File: config.mk
export PLATFORM = sky130hd
export DESIGN_NAME = idct_prod_gen
export DESIGN_NICKNAME = d
export VERILOG_FILES = /design/src/rtl/dct_pkg.sv /design/src/rtl/idct_cos_rom.sv /design/src/rtl/idct_prod_gen.sv
export SDC_FILE = /design/constraint.sdc
export NUM_CORES = 2
export LEC_CHECK = 0
export ABC_AREA = 1
export ABC_CLOCK_PERIOD_IN_PS = 6260
export CAP_MARGIN = 20
export CORE_MARGIN = 4
export CORE_UTILIZATION = 46
export CTS_CLUSTER_SIZE = 25
export DETAILED_ROUTE_END_ITERATION = 10
export GPL_ROUTABILITY_DRIVEN = 1
export SYNTH_ARGS = -nofsm -noshare
export SYNTH_HDL_FRONTEND = slang
export SYNTH_HIERARCHICAL = 1
export SYNTH_SLANG_ARGS = --single-unit
File: constraint.sdc
create_clock -name clk -period 6.26 [get_ports clk]
set_clock_uncertainty 0.2 [all_clocks]
set_input_delay 1.252 -clock clk [delete_from_list [all_inputs] [get_ports clk]]
set_output_delay 1.252 -clock clk [all_outputs]
set_load 0.02 [all_outputs]
File: src/rtl/dct_pkg.sv
// Shared constants for the IDCT product generator: default widths, the
// shift applied to raw products, the output FSM state type and the 8x8
// cosine table T[i][k] = round(128 * c_k * cos((2i+1) * k * pi / 16)).
package dct_pkg;

  localparam int COEF_W_DEF = 12;
  localparam int PROD_W_DEF = 14;
  localparam int SHIFT_DEF  = 5;
  localparam int T_W        = 9;

  typedef enum logic {
    IDLE = 1'b0,
    EMIT = 1'b1
  } emit_state_t;

  typedef logic signed [T_W-1:0] tcoef_t;

  // Row index i (output sample), column index k (coefficient term).
  localparam tcoef_t T_TABLE [8][8] = '{
    '{9'sd91,  9'sd126,  9'sd118,  9'sd106,  9'sd91,  9'sd71,   9'sd49,   9'sd25},
    '{9'sd91,  9'sd106,  9'sd49,  -9'sd25,  -9'sd91, -9'sd126, -9'sd118, -9'sd71},
    '{9'sd91,  9'sd71,  -9'sd49,  -9'sd126, -9'sd91,  9'sd25,   9'sd118,  9'sd106},
    '{9'sd91,  9'sd25,  -9'sd118, -9'sd71,   9'sd91,  9'sd106, -9'sd49,  -9'sd126},
    '{9'sd91, -9'sd25,  -9'sd118,  9'sd71,   9'sd91, -9'sd106, -9'sd49,   9'sd126},
    '{9'sd91, -9'sd71,  -9'sd49,   9'sd126, -9'sd91, -9'sd25,   9'sd118, -9'sd106},
    '{9'sd91, -9'sd106,  9'sd49,   9'sd25,  -9'sd91,  9'sd126, -9'sd118,  9'sd71},
    '{9'sd91, -9'sd126,  9'sd118, -9'sd106,  9'sd91, -9'sd71,   9'sd49,  -9'sd25}
  };

endpackage

File: src/rtl/idct_cos_rom.sv
// Combinational cosine lookup: (row i, term k) -> T[i][k].
// One instance sits in front of each product lane.
module idct_cos_rom
  import dct_pkg::*;
(
  input  logic [2:0]           row,
  input  logic [2:0]           term,
  output logic signed [T_W-1:0] t
);

  // Pure table read; no state.
  always_comb begin
    t = T_TABLE[row][term];
  end

endmodule

File: src/rtl/idct_prod_gen.sv
// IDCT product generator. Coefficients X_0..X_7 are written into one of two
// ping-pong banks; once a bank holds a full frame, the output FSM walks rows
// i = 0..7, one per cycle, and each of the 8 lanes forms X_k * T[i][k] >>> SHIFT.
// Products are registered once, so row 0 appears two edges after the frame
// completes. A bank is released when its row 7 is emitted.
module idct_prod_gen
  import dct_pkg::*;
#(
  parameter int COEF_W = COEF_W_DEF,
  parameter int PROD_W = PROD_W_DEF,
  parameter int SHIFT  = SHIFT_DEF
) (
  input  logic                     clk,
  input  logic                     rst_n,
  input  logic signed [COEF_W-1:0] coef_in,
  input  logic                     coef_valid,
  output logic                     coef_ready,
  output logic signed [PROD_W-1:0] n0,
  output logic signed [PROD_W-1:0] n1,
  output logic signed [PROD_W-1:0] n2,
  output logic signed [PROD_W-1:0] n3,
  output logic signed [PROD_W-1:0] n4,
  output logic signed [PROD_W-1:0] n5,
  output logic signed [PROD_W-1:0] n6,
  output logic signed [PROD_W-1:0] n7,
  output logic                     prod_valid,
  output logic [2:0]               prod_row
);

  // Full multiply width: the product of a COEF_W and a T_W signed value.
  localparam int FULL_W = COEF_W + T_W;

  logic signed [COEF_W-1:0] mem [2][8];
  logic                     wr_bank;
  logic [2:0]               wr_cnt;
  logic [1:0]               full;
  logic [1:0]               full_set;
  logic [1:0]               full_clr;
  logic                     accept;

  emit_state_t              state_reg;
  emit_state_t              state_next;
  logic                     rd_bank;
  logic                     rd_bank_next;
  logic [2:0]               row_cnt;
  logic [2:0]               row_next;
  logic                     release_bank;

  logic signed [PROD_W-1:0] lane_next [8];
  logic signed [PROD_W-1:0] lane_reg  [8];

  // The write bank can only be full when both banks are full.
  assign coef_ready = ~full[wr_bank];
  assign accept     = coef_valid & coef_ready;

  // A bank becomes full on its 8th coefficient and is released after row 7.
  // Set and clear never target the same bank, since a full bank takes no writes.
  assign full_set = (accept && wr_cnt == 3'd7) ? (wr_bank ? 2'b10 : 2'b01) : 2'b00;
  assign full_clr = release_bank ? (rd_bank ? 2'b10 : 2'b01) : 2'b00;

  // Coefficient storage; contents are only meaningful while the bank is full.
  always_ff @(posedge clk) begin
    if (accept) begin
      mem[wr_bank][wr_cnt] <= coef_in;
    end
  end

  // Write pointer: counter wraps 7->0 and flips to the other bank.
  always_ff @(posedge clk or negedge rst_n) begin
    if (!rst_n) begin
      wr_bank <= 1'b0;
      wr_cnt  <= 3'd0;
    end else if (accept) begin
      wr_cnt <= wr_cnt + 3'd1;
      if (wr_cnt == 3'd7) begin
        wr_bank <= ~wr_bank;
      end
    end
  end

  // Bank-full flags.
  always_ff @(posedge clk or negedge rst_n) begin
    if (!rst_n) begin
      full <= 2'b00;
    end else begin
      full <= (full & ~full_clr) | full_set;
    end
  end

  // Output FSM state register.
  always_ff @(posedge clk or negedge rst_n) begin
    if (!rst_n) begin
      state_reg <= IDLE;
      rd_bank   <= 1'b0;
      row_cnt   <= 3'd0;
    end else begin
      state_reg <= state_next;
      rd_bank   <= rd_bank_next;
      row_cnt   <= row_next;
    end
  end

  // Output FSM next state: start on any full bank, chain straight into the
  // other bank after row 7 when it is already full.
  always_comb begin
    state_next   = state_reg;
    rd_bank_next = rd_bank;
    row_next     = row_cnt;
    release_bank = 1'b0;
    case (state_reg)
      IDLE: begin
        if (|full) begin
          state_next   = EMIT;
          rd_bank_next = ~full[0];
          row_next     = 3'd0;
        end
      end
      EMIT: begin
        if (row_cnt == 3'd7) begin
          release_bank = 1'b1;
          row_next     = 3'd0;
          if (full[~rd_bank]) begin
            rd_bank_next = ~rd_bank;
          end else begin
            state_next = IDLE;
          end
        end else begin
          row_next = row_cnt + 3'd1;
        end
      end
      default: begin
        state_next = IDLE;
      end
    endcase
  end

  // Product lanes: lane k multiplies X_k by T[row][k]. The range of the
  // operands keeps the shifted product inside PROD_W, so a plain truncation
  // of the upper bits is exact.
  for (genvar gi = 0; gi < 8; gi++) begin : g_lane
    logic signed [T_W-1:0]    t;
    logic signed [FULL_W-1:0] coef_ext;
    logic signed [FULL_W-1:0] t_ext;
    logic signed [FULL_W-1:0] prod;
    logic signed [FULL_W-1:0] shifted;
    logic [FULL_W-PROD_W-1:0] shifted_unused;

    idct_cos_rom u_rom (
      .row  (row_cnt),
      .term (3'(gi)),
      .t    (t)
    );

    assign coef_ext          = {{T_W{mem[rd_bank][gi][COEF_W-1]}}, mem[rd_bank][gi]};
    assign t_ext             = {{COEF_W{t[T_W-1]}}, t};
    assign prod              = coef_ext * t_ext;
    assign shifted           = prod >>> SHIFT;
    assign lane_next[gi]     = shifted[PROD_W-1:0];
    assign shifted_unused    = shifted[FULL_W-1:PROD_W];
  end

  // Output register: capture a row while emitting, otherwise hold the data.
  always_ff @(posedge clk or negedge rst_n) begin
    if (!rst_n) begin
      prod_valid <= 1'b0;
      prod_row   <= 3'd0;
      for (int k = 0; k < 8; k++) begin
        lane_reg[k] <= '0;
      end
    end else if (state_reg == EMIT) begin
      prod_valid <= 1'b1;
      prod_row   <= row_cnt;
      lane_reg   <= lane_next;
    end else begin
      prod_valid <= 1'b0;
    end
  end

  assign n0 = lane_reg[0];
  assign n1 = lane_reg[1];
  assign n2 = lane_reg[2];
  assign n3 = lane_reg[3];
  assign n4 = lane_reg[4];
  assign n5 = lane_reg[5];
  assign n6 = lane_reg[6];
  assign n7 = lane_reg[7];

endmodule

# == After elaboration in Yosys (flattened, before gate mapping) ==
# Memories as Yosys holds them, arrays and structs flattened.
# Cells that the tools add are included.
# op_classes
addsub,2
multipliers,8
n_div,0
n_lt_le_gt_ge,5
n_eq_ne,5
shift,0
n_mux,28
n_bitwise,11
n_reduce_logical,5
# ops
operator,count
multiplier 12 x 9 -> 19 bit,8
two-way mux 72 bit,2
two-way mux 96 bit,1
demux 12 bit (select 3 bit),1
two-way mux 1 bit,14
two-way mux 12 bit,1
greater-or-equal comparator 4 bit (second input constant),2
two-way mux 2 bit,4
NOT 3 -> 4 bit,2
adder 3 x 1 -> 3 bit (second input constant),2
== test 3 bit (second input constant),2
two-way mux 3 bit,2
one-hot mux 3 bit (2 select lines),1
NOT 1 bit,5
less-than comparator 1 x 2 -> 1 bit (second input constant),2
less-than comparator 4 x 1 -> 1 bit (second input constant),1
inequality test 2 x 1 -> 1 bit (second input constant),2
one-hot mux 1 bit (2 select lines),2
AND reduction 3 bit,1
AND 2 bit,1
logical AND 1 bit,2
inequality test 2 bit (second input constant),1
NOT 2 bit,1
bitwise OR 2 bit,1
other kinds (3),3
# totals
register_bits,127
latch_bits,0
ramBits,192
romBits,576
input_bits,15
elab_cells,82
n_memories,2
# mem_list
memory,depth,width,rd,rd_clocked_by_memory_dff,wr,line_no,source
(name not given),8,72,1,0,0,idct_cos_rom.sv:13,t = T_TABLE[row][term];
mem,2,96,1,0,1,idct_prod_gen.sv:33,logic signed [COEF_W-1:0] mem [2][8];

# == Longest topological paths before layout ==
# depth
depth_word,7
ltp_mapped,35
depth_no_buf,34

# == Cells and area by module ==
# The synthesis kept the hierarchy.
# modules_own_cells
mod,n_inst,cells_per_inst,area_each_um2,seq_area_each_um2
idct_prod_gen,1,4600,40446.3,8943.6
idct_cos_rom (g_lane[0].u_rom ...),4,141,718.2,0.0
idct_cos_rom (g_lane[1].u_rom),1,140,762.0,0.0
idct_cos_rom (g_lane[5].u_rom),1,141,734.5,0.0
idct_cos_rom (g_lane[6].u_rom),1,140,730.7,0.0
idct_cos_rom (g_lane[7].u_rom),1,129,701.9,0.0

# == Worst setup path after synthesis ==
# OpenSTA, ideal clock, no wires.
# synth_timing
path_type,reg-to-reg
startpoint,reg row_cnt[0]
endpoint,"reg lane_reg, in the netlist n4[13]"
setup_ps,117
arrival_time_ps,6423
setup_slack_ps,-481
path_stages_with_launch,29
path_buffers,0
synth_period_minus_slack_ps,6741
path_cell_list,dfrtp_1 inv_1 ha_1 nor2_1 nor2_1 o21ai_0 nand2_1 inv_1 nand2_1 nand2_1 clkinv_1 nor2_1 inv_1 fa_1 inv_1 fa_1 inv_1 fa_1 fa_1 inv_1 ha_1 ha_1 a21oi_1 a21boi_0 nand2_1 nor2_1 nand3_1 nand3_1 nand2_1
# synth_via
elab_chain_cells,5
# synth_lines
element,line_no,source
"start, declared",idct_prod_gen.sv:45,logic [2:0] row_cnt;
"start signal, assigned",idct_prod_gen.sv:99,row_cnt <= row_next;
NOT 3 -> 4 bit (not written as such),idct_cos_rom.sv:13,
memory read (8 x 72 bit),-,
two-way mux 72 bit (2 in series),-,
net g_lane[4].t[3],idct_prod_gen.sv:141,logic signed [T_W-1:0] t;
multiplier 12 x 9 -> 19 bit,idct_prod_gen.sv:156,assign prod = coef_ext * t_ext;
"end signal, assigned",idct_prod_gen.sv:173,lane_reg <= lane_next;
"end, declared",idct_prod_gen.sv:50,logic signed [PROD_W-1:0] lane_reg [8];
# The timed path passes the listed nets, and every way through them passes these cells. The select of a mux whose other input is x is not followed.
# A chain may end at the register's enable or synchronous reset.

# == Worst setup path in the final report ==
# layout_timing
startpoint,reg row_cnt[1]
endpoint,"reg lane_reg, in the netlist n4[13]"
# The elaborated chain is that of the path after synthesis.

==> reports/qor.yml <==
final_layout:
  largest_register_ff_count: 192
  nets: 6989
  top_register: "mem"
  multi_input_combinational_cell_area_um2: 33200
  fillers: 9684
  footprint_of_the_flip_flops_and_latches_um2: 8960
  insertedDiodeCount: 0
  areaGrowthSynthToFinish_pct: 11.7
  post_route_cells_drive_above_1_share_pct: 10.8
sta:
  hold_violations: 0
  report.final.slew_viol_count: 0
  worstMarginPinSlew_ns: 1.15
  rsz_0062_raised_after_global_routing: "true"
  fmax_ghz: 0.166
  final_period_minus_worst_setup_slack_ns: 6.04
  final_min_period_over_clock_period_pct: 96.4
  tns_ns: 0
  setup_viol_count_final: 0
  relSlewSlack_pct: 22.9
place:
  detailedPlacementHpwl_um: 98700
  io_buffers: 131
  place_congestion: 0.924
worst_setup_path:
  critical-path-slowest-cell: "sky130_fd_sc_hd__fa_1"
  critical_path_required_ns: 6.54
  r2r-end: "n4[13]"
  worst-endpoint-arrival_ns: 6.32
  crit_family: "adder cells"
  reg2reg_slack_ns: 0.22
  critical_setup_path_class: "reg -> reg"
  setup.worst_path.end_class: "flop"
  critical_path_buf_inv_count: 9
  timing.reg2reg.worst_path_depth: 30
  reg2reg_from: "row_cnt[1]"
  crit_path_max_fanout: 8
  cpPeakStageDelay_ns: 0.52
  critPathLaunchType: "flop"
global_route:
  grt-busiest-layer: "met2"
  grt_antenna_before_repair: 6
  gr-total-overflow: 0
  first_global_vias: 37692
  grt_start_max_net_pins: 72
  use_met1_pct: 33.8
  grt_first_pass_wirelength_um: 201000
  gr_util_all_layers_pct: 23.5
  met2_usage_pct: 37.7
  met3_usage_pct: 3.37
logic_synthesis:
  synth_cell_type_count: 55
  postSynth.asyncResetShare_pct: 39.8
  synth_top_flop_cell: "sky130_fd_sc_hd__edfxtp_1"
  syn_area_per_cell_um2: 8.09
  netlist.top_cell.by_area: "sky130_fd_sc_hd__fa_1"
  synth_edf_count: 192
  ys_ff_latch: 319
  synthTopCellsByCount: "sky130_fd_sc_hd__nand2_1 (1519), sky130_fd_sc_hd__inv_1 (947), sky130_fd_sc_hd__fa_1 (672)"
  synth.area.top_cells: "sky130_fd_sc_hd__fa_1 (29%), sky130_fd_sc_hd__edfxtp_1 (12%), sky130_fd_sc_hd__nand2_1 (12%)"
  number_of_synthesis_warnings: 6
  synth_most_common_cell: "sky130_fd_sc_hd__nand2_1"
  ys_seq_area_share_pct: 19.3
  postSynthCellCount: 5714
  mappedNetlistArea_um2: 46200
  yosys.area.top_type_share_pct: 29.1
drt:
  first_iter_violations: 2666
  via_total_after_detailed_routing: 37458
  detailed_routing_iterations_pass_1: 7
  post_drt_via_cell_ratio: 5.15
  drc: 0
  avgRoutedWirePerCell_um: 16.9
  drt-total-wl_um: 123000
  final_antenna_net_count: 0
worst_hold_path:
  hold_path_startpoint: "prod_row[2]"
  worstHoldPathCells: 2
  holdCritPathClass: "reg -> reg"
  worst_hold_path.endpoint: "prod_row[2]"
floorplanning:
  starting_utilization_of_the_core_area_pct: 46.2
  ioPinCount: 132
  core_area_um2: 100000
  die-area_um2: 106000
  row_count: 116
  die_height_um: 325
  floorplan.die.width_um: 325
clock_tree:
  tritoncts: "yes"
  cts_made_buffers: 42
  h-tree-depth: 2
  cts.reportedPaths.clkPinSlew_ns: 0.05
  clock_tree.root_cell: "sky130_fd_sc_hd__clkbuf_16"
  worstSkewPairLatency_ns: 0.62
  cts_sinks: 319
  clock_path_buffers: 3
run:
  cap_violations: 0
run_status:
  run_status: "finished clean"
## layer usage
metal  wire (um)  up-vias
met5          13        -
met4        2840        2
met1       56800    18344
li1            -    18038
met3        6150      167
met2       56800      907
## worst max path at each step
stage / from / endpoint / slack [ns] / cells past startpoint
floorplan: row_cnt[2] / n7[9] / 0.02 / 24
global placement: row_cnt[0] / n7[12] / 0.09 / 25
detailed placement: row_cnt[0] / n7[12] / 0.04 / 25
CTS: row_cnt[1] / n2[13] / 0.04 / 27
global route: row_cnt[1] / n4[13] / -0.06 / 30
finish: row_cnt[1] / n4[13] / 0.22 / 30
## layout by cell type, fill, tap and decap left out, drive strengths merged
master,instances
xnor2,35
clkbuf,51
or2,108
fa,672
nor3,29
a22o,1
edfxtp,192
a21oi,160
buf,144
a21boi,2
o22ai,2
inv,1005
o21ai,252
o211ai,17
nand2,1549
ha,363
dfrtp,127
bufinv,4
o21bai,18
clkdlybuf4s50,130
clkinv,26
a32o,1
nand4,33
conb,31
nor4,3
a21o,5
mux2i,7
nand3b,17
o21a,1
and2,6
xor2,26
a31oi,50
nor2,618
clkinvlp,21
nand3,265
## repair_timing
| action | in CTS | in global routing |
|---|---|---|
| hold buffers | 0 | 0 |
| gates cloned | 0 | 3 |
| hold endpoints to repair | 0 | 0 |
| gates resized for setup | 1 | 140 |
| buffers inserted | 0 | 19 |
| endpoints found under the setup margin | 1 | 66 |
| pin swaps | 0 | 7 |
## tightest hold or removal path, stage by stage (launching register included)
cell and delay [ns]:
sky130_fd_sc_hd__dfrtp_1 0.34, sky130_fd_sc_hd__nand2_1 0.05, sky130_fd_sc_hd__nand2_1 0.05
## cell type report
cell class                      count  area share [%]
Timing Repair Buffer              274            4.84
Sequential cell                   319            17.3
Clock buffer                       51            2.14
Inverter                         1028            7.63
Timing Repair inverter              3          0.0436
Tap cell                         1298            3.14
Clock inverter                     25           0.596
Multi-Input combinational cell   4271            64.3
## through the flow
stage / cells / utilization, % / area (um^2) / hold WS, ns / setup slack, ns
2_1_floorplan: 5743 / - / 46400 / 0.169 / 0.0221
3_3_place_gp: 7157 / 49.4 / 49400 / 0.253 / 0.0879
3_5_place_dp: 7162 / 49.5 / 49500 / 0.257 / 0.0362
4_1_cts: 7238 / 50.9 / 50900 / 0.271 / 0.0405
5_1_grt: 7269 / 51.6 / 51600 / 0.285 / -0.0591
6_report: 7269 / 51.6 / 51600 / 0.268 / 0.223
## kinds of logic after synthesis
group,Yosys count,synth area share [%]
flops,319,19.3
compound gates,509,6.74
buf+inv,1153,10.1
other cells,2,0.0162
xor+xnor,61,1.16
mux,7,0.265
simple gates,2628,23.5
fa+ha+maj,1035,38.9
Power is not shown: default switching activity piles up to over one toggle a cycle in this logic, so the estimate is an artifact.
